==> config.mk <==
export PLATFORM = sky130hd
export DESIGN_NAME = seq_digit_comparator_flat
export DESIGN_NICKNAME = d
export VERILOG_FILES = /design/src/rtl/seq_digit_comparator_if.sv /design/src/rtl/seq_digit_comparator.sv /design/src/flat_wrapper.sv
export SDC_FILE = /design/constraint.sdc
export NUM_CORES = 1
export LEC_CHECK = 0
export ABC_AREA = 1
export CORE_UTILIZATION = 53
export CTS_BUF_LIST = sky130_fd_sc_hd__clkbuf_8
export DETAILED_ROUTE_END_ITERATION = 12
export PLACE_DENSITY = 0.82
export SLEW_MARGIN = 10
export SYNTH_ARGS = -nofsm -noshare
export SYNTH_HDL_FRONTEND = slang
export SYNTH_SLANG_ARGS = --single-unit
==> constraint.sdc <==
create_clock -name clk -period 3.15 [get_ports clk]
set_input_delay 0.7875 -clock clk [delete_from_list [all_inputs] [get_ports clk]]
set_output_delay 0.7875 -clock clk [all_outputs]
set_load 0.05 [all_outputs]
==> src/rtl/seq_digit_comparator_if.sv <==
// Operand/result bundle for seq_digit_comparator: operand handshake in, result handshake out.
// The master side sources operands and consumes results; the slave side is the comparator.
interface seq_digit_comparator_if #(
  parameter int WIDTH = 16,
  parameter int DIGIT = 4
);
  localparam int STAGES = WIDTH / DIGIT;
  localparam int IW     = (STAGES > 1) ? $clog2(STAGES) : 1;

  logic             in_valid;
  logic             in_ready;
  logic [WIDTH-1:0] a;
  logic [WIDTH-1:0] b;
  logic             signed_mode;
  logic             abort;
  logic             out_valid;
  logic             out_ready;
  logic             aEQb;
  logic             aLTb;
  logic             aGTb;
  logic [IW-1:0]    diff_digit;

  modport master (
    output in_valid, a, b, signed_mode, abort, out_ready,
    input  in_ready, out_valid, aEQb, aLTb, aGTb, diff_digit
  );

  modport slave (
    input  in_valid, a, b, signed_mode, abort, out_ready,
    output in_ready, out_valid, aEQb, aLTb, aGTb, diff_digit
  );
endinterface

==> src/rtl/seq_digit_comparator.sv <==
// Iterative magnitude compare, DIGIT bits per cycle MSB first; latency accept + 1..WIDTH/DIGIT scan cycles.
// Result holds while out_ready is low; no new operands are accepted until the result is drained or aborted.
module seq_digit_comparator #(
  parameter int WIDTH      = 16,
  parameter int DIGIT      = 4,
  parameter bit EARLY_EXIT = 1'b1
) (
  input  logic                 clk,
  input  logic                 rst_n,
  seq_digit_comparator_if.slave cmp
);
  localparam int STAGES = WIDTH / DIGIT;
  localparam int IW     = (STAGES > 1) ? $clog2(STAGES) : 1;

  generate
    if (DIGIT < 1 || WIDTH < DIGIT || (WIDTH % DIGIT) != 0) begin : g_width_chk
      $error("seq_digit_comparator: WIDTH must be a nonzero multiple of DIGIT");
    end
  endgenerate

  typedef enum logic [1:0] {IDLE, RUN, DONE} state_t;

  state_t           state_q, state_d;
  logic [WIDTH-1:0] a_q, a_d, b_q, b_d;
  logic             eq_q, eq_d, lt_q, lt_d, gt_q, gt_d;
  logic [IW-1:0]    idx_q, idx_d, diff_q, diff_d;
  logic             aeq_q, aeq_d, alt_q, alt_d, agt_q, agt_d;

  logic [DIGIT-1:0] dig_a, dig_b;
  logic             dig_mism, dig_gt, last_digit, accept;
  logic             in_ready_o, out_valid_o;

  always_comb begin
    dig_a = '0;
    dig_b = '0;
    for (int s = 0; s < STAGES; s++) begin
      if (idx_q == IW'(s)) begin
        dig_a = a_q[s*DIGIT +: DIGIT];
        dig_b = b_q[s*DIGIT +: DIGIT];
      end
    end
  end

  assign dig_mism   = (dig_a != dig_b);
  assign dig_gt     = (dig_a > dig_b);
  assign accept     = cmp.in_valid && !cmp.abort;
  // Only the first mismatch can trigger early exit; eq_q is still set on that digit.
  assign last_digit = (idx_q == '0) || (EARLY_EXIT && eq_q && dig_mism);

  // State register
  always_ff @(posedge clk or negedge rst_n) begin
    if (!rst_n) begin
      state_q <= IDLE;
    end else begin
      state_q <= state_d;
    end
  end

  // Next-state logic
  always_comb begin
    state_d = state_q;
    unique case (state_q)
      IDLE:    if (accept) state_d = RUN;
      RUN:     if (cmp.abort) state_d = IDLE;
               else if (last_digit) state_d = DONE;
      DONE:    if (cmp.abort || cmp.out_ready) state_d = IDLE;
      default: state_d = IDLE;
    endcase
  end

  // Output logic
  always_comb begin
    in_ready_o  = (state_q == IDLE);
    out_valid_o = (state_q == DONE);
  end

  always_comb begin
    a_d    = a_q;
    b_d    = b_q;
    eq_d   = eq_q;
    lt_d   = lt_q;
    gt_d   = gt_q;
    idx_d  = idx_q;
    diff_d = diff_q;
    aeq_d  = aeq_q;
    alt_d  = alt_q;
    agt_d  = agt_q;
    unique case (state_q)
      IDLE: begin
        if (accept) begin
          // Flipping the sign bit maps two's-complement order onto unsigned order.
          a_d            = cmp.a;
          b_d            = cmp.b;
          a_d[WIDTH-1]   = cmp.a[WIDTH-1] ^ cmp.signed_mode;
          b_d[WIDTH-1]   = cmp.b[WIDTH-1] ^ cmp.signed_mode;
          eq_d           = 1'b1;
          lt_d           = 1'b0;
          gt_d           = 1'b0;
          idx_d          = IW'(STAGES - 1);
          diff_d         = '0;
          aeq_d          = 1'b0;
          alt_d          = 1'b0;
          agt_d          = 1'b0;
        end
      end
      RUN: begin
        if (cmp.abort) begin
          aeq_d  = 1'b0;
          alt_d  = 1'b0;
          agt_d  = 1'b0;
          diff_d = '0;
        end else begin
          if (eq_q && dig_mism) begin
            eq_d   = 1'b0;
            gt_d   = dig_gt;
            lt_d   = !dig_gt;
            diff_d = idx_q;
          end
          if (last_digit) begin
            aeq_d = eq_d;
            alt_d = lt_d;
            agt_d = gt_d;
          end else begin
            idx_d = idx_q - 1'b1;
          end
        end
      end
      DONE: begin
        if (cmp.abort) begin
          aeq_d  = 1'b0;
          alt_d  = 1'b0;
          agt_d  = 1'b0;
          diff_d = '0;
        end
      end
      default: ;
    endcase
  end

  always_ff @(posedge clk or negedge rst_n) begin
    if (!rst_n) begin
      a_q    <= '0;
      b_q    <= '0;
      eq_q   <= 1'b0;
      lt_q   <= 1'b0;
      gt_q   <= 1'b0;
      idx_q  <= '0;
      diff_q <= '0;
      aeq_q  <= 1'b0;
      alt_q  <= 1'b0;
      agt_q  <= 1'b0;
    end else begin
      a_q    <= a_d;
      b_q    <= b_d;
      eq_q   <= eq_d;
      lt_q   <= lt_d;
      gt_q   <= gt_d;
      idx_q  <= idx_d;
      diff_q <= diff_d;
      aeq_q  <= aeq_d;
      alt_q  <= alt_d;
      agt_q  <= agt_d;
    end
  end

  assign cmp.in_ready   = in_ready_o;
  assign cmp.out_valid  = out_valid_o;
  assign cmp.aEQb       = aeq_q;
  assign cmp.aLTb       = alt_q;
  assign cmp.aGTb       = agt_q;
  assign cmp.diff_digit = diff_q;
endmodule
==> src/flat_wrapper.sv <==
// flat-port wrapper written by rule: the top's interface ports become plain ports
module seq_digit_comparator_flat 
#(
  parameter int WIDTH      = 16,
  parameter int DIGIT      = 4,
  parameter bit EARLY_EXIT = 1'b1
)
  (clk, rst_n, cmp_in_valid, cmp_a, cmp_b, cmp_signed_mode, cmp_abort, cmp_out_ready, cmp_in_ready, cmp_out_valid, cmp_aEQb, cmp_aLTb, cmp_aGTb, cmp_diff_digit);
  seq_digit_comparator_if #(.WIDTH(WIDTH), .DIGIT(DIGIT)) cmp_i ();
  input  logic clk;
  input  logic rst_n;
  input wire logic [$bits(cmp_i.in_valid)-1:0] cmp_in_valid;
  input wire logic [$bits(cmp_i.a)-1:0] cmp_a;
  input wire logic [$bits(cmp_i.b)-1:0] cmp_b;
  input wire logic [$bits(cmp_i.signed_mode)-1:0] cmp_signed_mode;
  input wire logic [$bits(cmp_i.abort)-1:0] cmp_abort;
  input wire logic [$bits(cmp_i.out_ready)-1:0] cmp_out_ready;
  output wire logic [$bits(cmp_i.in_ready)-1:0] cmp_in_ready;
  output wire logic [$bits(cmp_i.out_valid)-1:0] cmp_out_valid;
  output wire logic [$bits(cmp_i.aEQb)-1:0] cmp_aEQb;
  output wire logic [$bits(cmp_i.aLTb)-1:0] cmp_aLTb;
  output wire logic [$bits(cmp_i.aGTb)-1:0] cmp_aGTb;
  output wire logic [$bits(cmp_i.diff_digit)-1:0] cmp_diff_digit;
  assign cmp_i.in_valid = cmp_in_valid;
  assign cmp_i.a = cmp_a;
  assign cmp_i.b = cmp_b;
  assign cmp_i.signed_mode = cmp_signed_mode;
  assign cmp_i.abort = cmp_abort;
  assign cmp_i.out_ready = cmp_out_ready;
  assign cmp_in_ready = cmp_i.in_ready;
  assign cmp_out_valid = cmp_i.out_valid;
  assign cmp_aEQb = cmp_i.aEQb;
  assign cmp_aLTb = cmp_i.aLTb;
  assign cmp_aGTb = cmp_i.aGTb;
  assign cmp_diff_digit = cmp_i.diff_digit;
  seq_digit_comparator #(.WIDTH(WIDTH), .DIGIT(DIGIT), .EARLY_EXIT(EARLY_EXIT)) u_core (.clk(clk), .rst_n(rst_n), .cmp(cmp_i));
endmodule
## Yosys cells after proc, flatten, opt, wreduce, memory -nomap -nowiden

Cells that the tools add are included.

- Flip-flop bits (word level): 44
- Input bits: 38
- Logic and storage cells: 87
- Output and inout port bits: 7

- Muxes and demuxes: 43
- Bitwise operators: 2
- Eq/ne operators: 13
- Add/sub/neg operators: 1
- Reductions and logical operators: 16
- Magnitude comparators: 1

Operator list:

| kind | number |
|---|---|
| $mux W4 | 8 |
| $mux W2 | 11 |
| $mux W1 | 15 |
| $pmux W2 S3 | 2 |
| $reduce_and A4 Y1 | 3 |
| $pmux W1 S3 | 3 |
| $eq A2 B2 Y1 const B | 3 |
| $ne A2 B2 Y1 const B | 3 |
| $ne A3 B2 Y1 const B | 2 |
| $pmux W1 S2 | 3 |
| $reduce_and A3 Y1 | 2 |
| $eq A2 B1 Y1 const B | 2 |
| $gt A4 B4 Y1 | 1 |
| $logic_not A2 Y1 | 2 |
| $ne A2 B1 Y1 const B | 2 |
| $ne A4 B4 Y1 | 1 |
| $pmux W2 S2 | 1 |
| $reduce_bool A3 Y1 | 1 |
| $logic_and A1 B1 Y1 | 2 |
| $logic_not A1 Y1 | 2 |
| $logic_or A1 B1 Y1 | 2 |
| $reduce_and A2 Y1 | 1 |
| $reduce_bool A2 Y1 | 1 |
| $sub A2 B1 Y2 const B | 1 |
| $xor A1 B1 Y1 | 2 |

## Longest topological paths before layout

- Depth after elaboration: 11
- Gate-level depth with buffers: 16
- Mapped depth without buffers: 16

## Least setup slack after synthesis

Ideal clock, no wire load.

- Path kind: register to register
- Start: register u_core.idx_q[0]
- End: register u_core.alt_q (netlist: u_core.cmp.aLTb)
- Buffers on the path: 1
- Required time: 3.032 ns
- Library setup time: 0.118 ns
- Data arrival time: 2.231 ns
- Period minus slack after synthesis: 2.349 ns
- Setup slack: 0.801 ns
- Cell stages (with the launch flop): 15
- Cell sequence: dfrtp_1 inv_1 ha_1 inv_1 clkbuf_1 a31oi_1 a21o_1 ha_1 nand2_1 o21ai_1 nand3_2 nand2_1 inv_1 nand2_1 nand2_1

- Word-level cells in the longest chain between the ends: 11
- Elaborated cells on any way between the ends: 23
- Classes of those cells: order compare (1); eq/ne (5); mux (12); reduce/logical (5)

Ends and longest elaborated chain:

| what | line | source |
|---|---|---|
| start: declaration | seq_digit_comparator.sv:26 | `logic [IW-1:0] idx_q, idx_d, diff_q, diff_d;` |
| start signal: assignment | seq_digit_comparator.sv:158 | `idx_q <= idx_d;` |
| $logic_not A2 Y1 | seq_digit_comparator.sv:37, seq_digit_comparator.sv:48 |  |
| $mux W4 (4 in series) | seq_digit_comparator.sv:37 | `if (idx_q == IW'(s)) begin` |
| $gt A4 B4 Y1 or $ne A4 B4 Y1 (tied branches) | seq_digit_comparator.sv:45, seq_digit_comparator.sv:44 |  |
| $logic_not A1 Y1 or $logic_and A1 B1 Y1 (tied branches) | seq_digit_comparator.sv:116, seq_digit_comparator.sv:48, seq_digit_comparator.sv:113 |  |
| $mux W1 | seq_digit_comparator.sv:113 | `if (eq_q && dig_mism) begin` |
| $mux W1 | seq_digit_comparator.sv:119 | `if (last_digit) begin` |
| $mux W1 | seq_digit_comparator.sv:107 | `if (cmp.abort) begin` |
| $pmux W1 S3 | seq_digit_comparator.sv:88 | `unique case (state_q)` |
| end signal: assignment | seq_digit_comparator.sv:161 | `alt_q <= alt_d;` |
| end: declaration | seq_digit_comparator.sv:27 | `logic aeq_q, aeq_d, alt_q, alt_d, agt_q, agt_d;` |

Several ways; a longest one is shown, not always the timed one. The select of a mux whose other input is x is not followed.
A chain may end at the register's enable or synchronous reset.

## Worst setup path in the final report

- Start: register u_core.idx_q[1]
- End: register u_core.idx_q[0]

- Word-level cells in the longest chain between the ends: 10
- Elaborated cells on any way between the ends: 17
- Classes of those cells: eq/ne (5); mux (8); reduce/logical (4)

Ends and longest elaborated chain:

| what | line | source |
|---|---|---|
| $logic_not A2 Y1 | seq_digit_comparator.sv:37, seq_digit_comparator.sv:48 |  |
| $mux W4 (4 in series) | seq_digit_comparator.sv:37 |  |
| $ne A4 B4 Y1 | seq_digit_comparator.sv:44 | `assign dig_mism = (dig_a != dig_b);` |
| $logic_and A1 B1 Y1 | seq_digit_comparator.sv:48 | `assign last_digit = (idx_q == '0) \|\| (EARLY_EXIT && eq_q && dig_mism);` |
| $logic_or A1 B1 Y1 * | seq_digit_comparator.sv:48 |  |
| $ne A2 B2 Y1 (no line) * | -- |  |
| $reduce_and A4 Y1 (no line) * | -- |  |

Every way passes the cells marked *; elsewhere a longest branch is shown, timed or not.

==> run summary <==
## Global route
• **via count of the first global-routing pass** 1847
• **global route total overflow** 0
• **maximum number of pins on one net before global-route repair** 45
• **total routing resource utilization after global routing** 0.2425
• **first-pass GRT wire length** 8.052 mm
• **initial antenna violation count** 0

## Detailed routing
• **Final ANT Viol Nets** 0
• **wire per inst** 12.26 um
• **number of remaining DRC errors** 0
• **number of iterations in the first detailed-routing pass** 5
• **detailed router's first-iteration violation count** 174
• **number of vias after detailed routing** 1881
• **Via-to-Cell Ratio** 5.043
• **wire length after detailed routing** 4.573 mm

## Timing
• **post-route clock period utilization** 0.8673
• **transition at the pin with the smallest max-transition slack** 0.9683 ns
• **shortest clock period the worst path allows after layout** 2.732 ns
• **highest attainable clock frequency** 366.0 MHz
• **pins over their slew limit** 0
• **final setup violating endpoints** 0
• **final number of hold-violating endpoints** 0
• **RSZ-0062 raised after global routing** no
• **Rel. slew slack** 0.3545
• **clock skew after layout** 0.008769 ns
• **Fin Setup TNS** 0 ns

## Clock network
• **Clock Sink Count** 44
• **number of buffers on the longest clock path** 2
• **post-CTS sizing** 0
• **post-CTS clock slew at the launch and capture registers of the worst setup and hold paths** 0.09 ns
• **worst-skew pair later-pin latency** 0.30 ns
• **clock tree root buffer cell** sky130_fd_sc_hd__clkbuf_8
• **cts-stage hold buffer count** 0
• **CTS tree** built
• **H-Tree Depth** 2
• **number of buffers inserted by post-CTS setup repair** 0
• **clock buffer count from CTS** 5

## Hold path
• **Hold Crit Endpoint** u_core.a_q[5]$_DFFE_PN0P_
• **number of stages on the worst hold path** 2
• **type of the most critical hold path** reg2reg
• **startpoint of the lowest-slack hold path** u_core.a_q[5]$_DFFE_PN0P_

## Floorplan
• **height of the die** 66.68 um
• **DIE WIDTH** 66.68 um
• **standard-cell row count** 23
• **Initial Utilization** 0.5543
• **Top-Level Pins** 45
• **area of the core region** 4000 um2
• **die outline area** 4446 um2

## Final layout
• **commonest non-fill, non-tap cells in the layout** sky130_fd_sc_hd__nand2_1 (140), sky130_fd_sc_hd__dfrtp_1 (44), sky130_fd_sc_hd__clkdlybuf4s50_1 (43)
• **most common library cell in the layout ignoring fill and taps** sky130_fd_sc_hd__nand2_1
• **number of nets in the layout** 368
• **Finished Cell Area** 2789 um2
• **FF/Latch Area** 1101 um2
• **area taken by multi-input logic gates** 987.2 um2
• **number of inserted filler cells in the final layout** 328
• **area growth from synthesis to layout** 25.79%
• **fraction of final layout cells with drive strength greater than 1** 0.06502
• **final antenna diode count** 0

## Critical path
• **Buffers & Inverters on Critical Path** 1
• **count of cells along the worst register-to-register path** 14
• **worst path required time** 3.35 ns
• **kind of end point of the critical path** register
• **cell family with the largest share of critical-path delay** simple AND/OR/NAND/NOR gates
• **Worst R2R End** u_core.idx_q[0]$_DFFE_PN0P_
• **Worst R2R Start** u_core.idx_q[1]$_DFFE_PN0P_
• **CP Launch Type** register
• **setup slack of the most critical reg-to-reg path** 0.42 ns
• **crit path cell chain** inv_1 -> ha_1 -> nor2_1 -> nand2_1 -> nand2_1 -> o21ai_0 -> o21ai_0 -> ha_1 -> nand2_1 -> o21ai_1 -> nand3_2 -> nand2_2 -> nand2_1 -> o21ai_0
• **most prevalent standard cell on the critical path** sky130_fd_sc_hd__nand2_1
• **slowest cell on the critical path** sky130_fd_sc_hd__dfrtp_1
• **endpoint arrival time on the critical path** 2.94 ns
• **Max stage delay on crit path** 0.41 ns
• **Max Fanout on Critical Path** 11
• **worst setup path class** reg2reg

## Synth
• **post-synthesis sequential area ratio** 0.4966
• **largest cells by area after synthesis** sky130_fd_sc_hd__dfrtp_1 (50%), sky130_fd_sc_hd__nand2_1 (24%), sky130_fd_sc_hd__ha_1 (4.5%), sky130_fd_sc_hd__o21ai_0 (4.3%), sky130_fd_sc_hd__inv_1 (2.2%)
• **Post-Synthesis Cell Area** 2217 um2
• **cell accounting for the most synthesized area** sky130_fd_sc_hd__dfrtp_1
• **post-synthesis cell type count** 27
• **per-instance average area after synthesis** 7.975 um2
• **top cell type's share of synthesized area** 0.4966
• **Yosys reg bits** 44
• **synthesized netlist net count** 324
• **number of warnings printed during yosys synthesis** 0
• **gate count of the mapped netlist** 278

## Placed design
• **Placement Cell Area** 2668 um2
• **routability cong.** 0.8865
• **number of port buffers** 44
• **placed wire-length estimate after detailed placement** 3.344 mm

## Status
• **outcome** completed

## Power and ir drop
• **Leakage** 0.001423 uW
• **power per unit of standard cell area** 901.5 nW/um2
• **Worst VDD drop** 0.4483 mV
• **total power after layout** 2514 uW

## Run
• **max_cap viols** 0

## through the flow
| step | setup WS [ns] | instances | hold WS, ns | utilization |
|---|---|---|---|---|
| floorplan | 0.8010 | 278 | 0.4366 | - |
| global placement | 0.6111 | 365 | 0.4584 | 0.6669 |
| detailed placement | 0.5029 | 365 | 0.4584 | 0.6669 |
| CTS | 0.4737 | 373 | 0.4807 | 0.6972 |
| global route | 0.05765 | 373 | 0.4976 | 0.6972 |
| finish | 0.4179 | 373 | 0.4787 | 0.6972 |
## flip-flops by register name (all words and copies together), names as in the netlist
| signal | cells |
|---|---|
| u_core.eq_q | 1 |
| u_core.state_q | 2 |
| u_core.gt_q | 1 |
| u_core.cmp.diff_digit | 2 |
| u_core.cmp.aEQb | 1 |
| u_core.cmp.aLTb | 1 |
| u_core.lt_q | 1 |
| u_core.a_q | 16 |
| u_core.cmp.aGTb | 1 |
| u_core.idx_q | 2 |
| u_core.b_q | 16 |
## report_power, final
| group | leakage, uW | switching (uW) | internal (uW) |
|---|---|---|---|
| clock | 0.0000614 | 190 | 259 |
| combinational | 0.000809 | 740 | 425 |
| sequential | 0.000553 | 138 | 762 |
| total | 0.00142 | 1070 | 1450 |
## kinds of logic after synthesis
| kind of cell | after synthesis | share of synthesized area |
|---|---|---|
| AO/OA/AOI/OAI | 37 | 0.09480 |
| XOR/XNOR | 2 | 0.007902 |
| adder cells (fa/ha/maj) | 8 | 0.04515 |
| buffers and inverters | 26 | 0.05813 |
| flip-flops | 44 | 0.4966 |
| AND/OR/NAND/NOR | 161 | 0.2974 |
## layer usage
| layer | GRT usage | up-vias | part of all wire |
|---|---|---|---|
| met4 | 0.1117 | 0 | 0.024 |
| li1 | - | 967 | - |
| met3 | 0.05479 | 9 | 0.040 |
| met5 | 0 | - | 0 |
| met1 | 0.3135 | 863 | 0.46 |
| met2 | 0.3838 | 42 | 0.47 |
## how the worst max path moves through the flow
stage	slack, ns	start	endpoint	depth (start not counted)
floorplan	0.80	u_core.idx_q[0]$_DFFE_PN0P_	u_core.cmp.aLTb$_DFFE_PN0P_	14
global route	0.06	u_core.idx_q[0]$_DFFE_PN0P_	u_core.cmp.aLTb$_DFFE_PN0P_	16
detailed placement	0.50	u_core.idx_q[1]$_DFFE_PN0P_	u_core.cmp.aLTb$_DFFE_PN0P_	15
CTS	0.47	u_core.idx_q[1]$_DFFE_PN0P_	u_core.cmp.aLTb$_DFFE_PN0P_	15
global placement	0.61	u_core.idx_q[1]$_DFFE_PN0P_	u_core.cmp.aLTb$_DFFE_PN0P_	15
finish	0.42	u_core.idx_q[1]$_DFFE_PN0P_	u_core.idx_q[0]$_DFFE_PN0P_	14
## cells in the mapped netlist
| master | number |
|---|---|
| sky130_fd_sc_hd__a21o_1 | 2 |
| sky130_fd_sc_hd__a21oi_1 | 5 |
| sky130_fd_sc_hd__a22oi_1 | 4 |
| sky130_fd_sc_hd__a31oi_1 | 2 |
| sky130_fd_sc_hd__buf_2 | 2 |
| sky130_fd_sc_hd__buf_4 | 1 |
| sky130_fd_sc_hd__buf_6 | 3 |
| sky130_fd_sc_hd__clkbuf_1 | 3 |
| sky130_fd_sc_hd__dfrtp_1 | 44 |
| sky130_fd_sc_hd__ha_1 | 8 |
| sky130_fd_sc_hd__inv_1 | 13 |
| sky130_fd_sc_hd__inv_2 | 3 |
| sky130_fd_sc_hd__inv_4 | 1 |
| sky130_fd_sc_hd__nand2_1 | 140 |
| sky130_fd_sc_hd__nand2_2 | 1 |
| sky130_fd_sc_hd__nand2_4 | 1 |
| sky130_fd_sc_hd__nand3_1 | 6 |
| sky130_fd_sc_hd__nand3_2 | 1 |
| sky130_fd_sc_hd__nand4_1 | 1 |
| sky130_fd_sc_hd__nor2_1 | 9 |
| sky130_fd_sc_hd__nor2_8 | 1 |
| sky130_fd_sc_hd__nor3_4 | 1 |
| sky130_fd_sc_hd__o21ai_0 | 19 |
| sky130_fd_sc_hd__o21ai_1 | 3 |
| sky130_fd_sc_hd__o21ai_2 | 1 |
| sky130_fd_sc_hd__o41ai_1 | 1 |
| sky130_fd_sc_hd__xnor2_1 | 2 |
## area by class of cell
type / count / area share
Tap cell: 50 / 0.02243
Inverter: 17 / 0.02378
Timing Repair Buffer: 46 / 0.1615
Clock inverter: 2 / 0.01391
Sequential cell: 44 / 0.3948
Clock buffer: 6 / 0.02961
Multi-Input combinational cell: 208 / 0.3540
## tightest hold or removal path, cell delays in order (launching register included)
cell and delay, ns:
sky130_fd_sc_hd__dfrtp_1 0.35, sky130_fd_sc_hd__nand2_1 0.05, sky130_fd_sc_hd__nand2_1 0.05
Power figures use the tool's default switching activity.
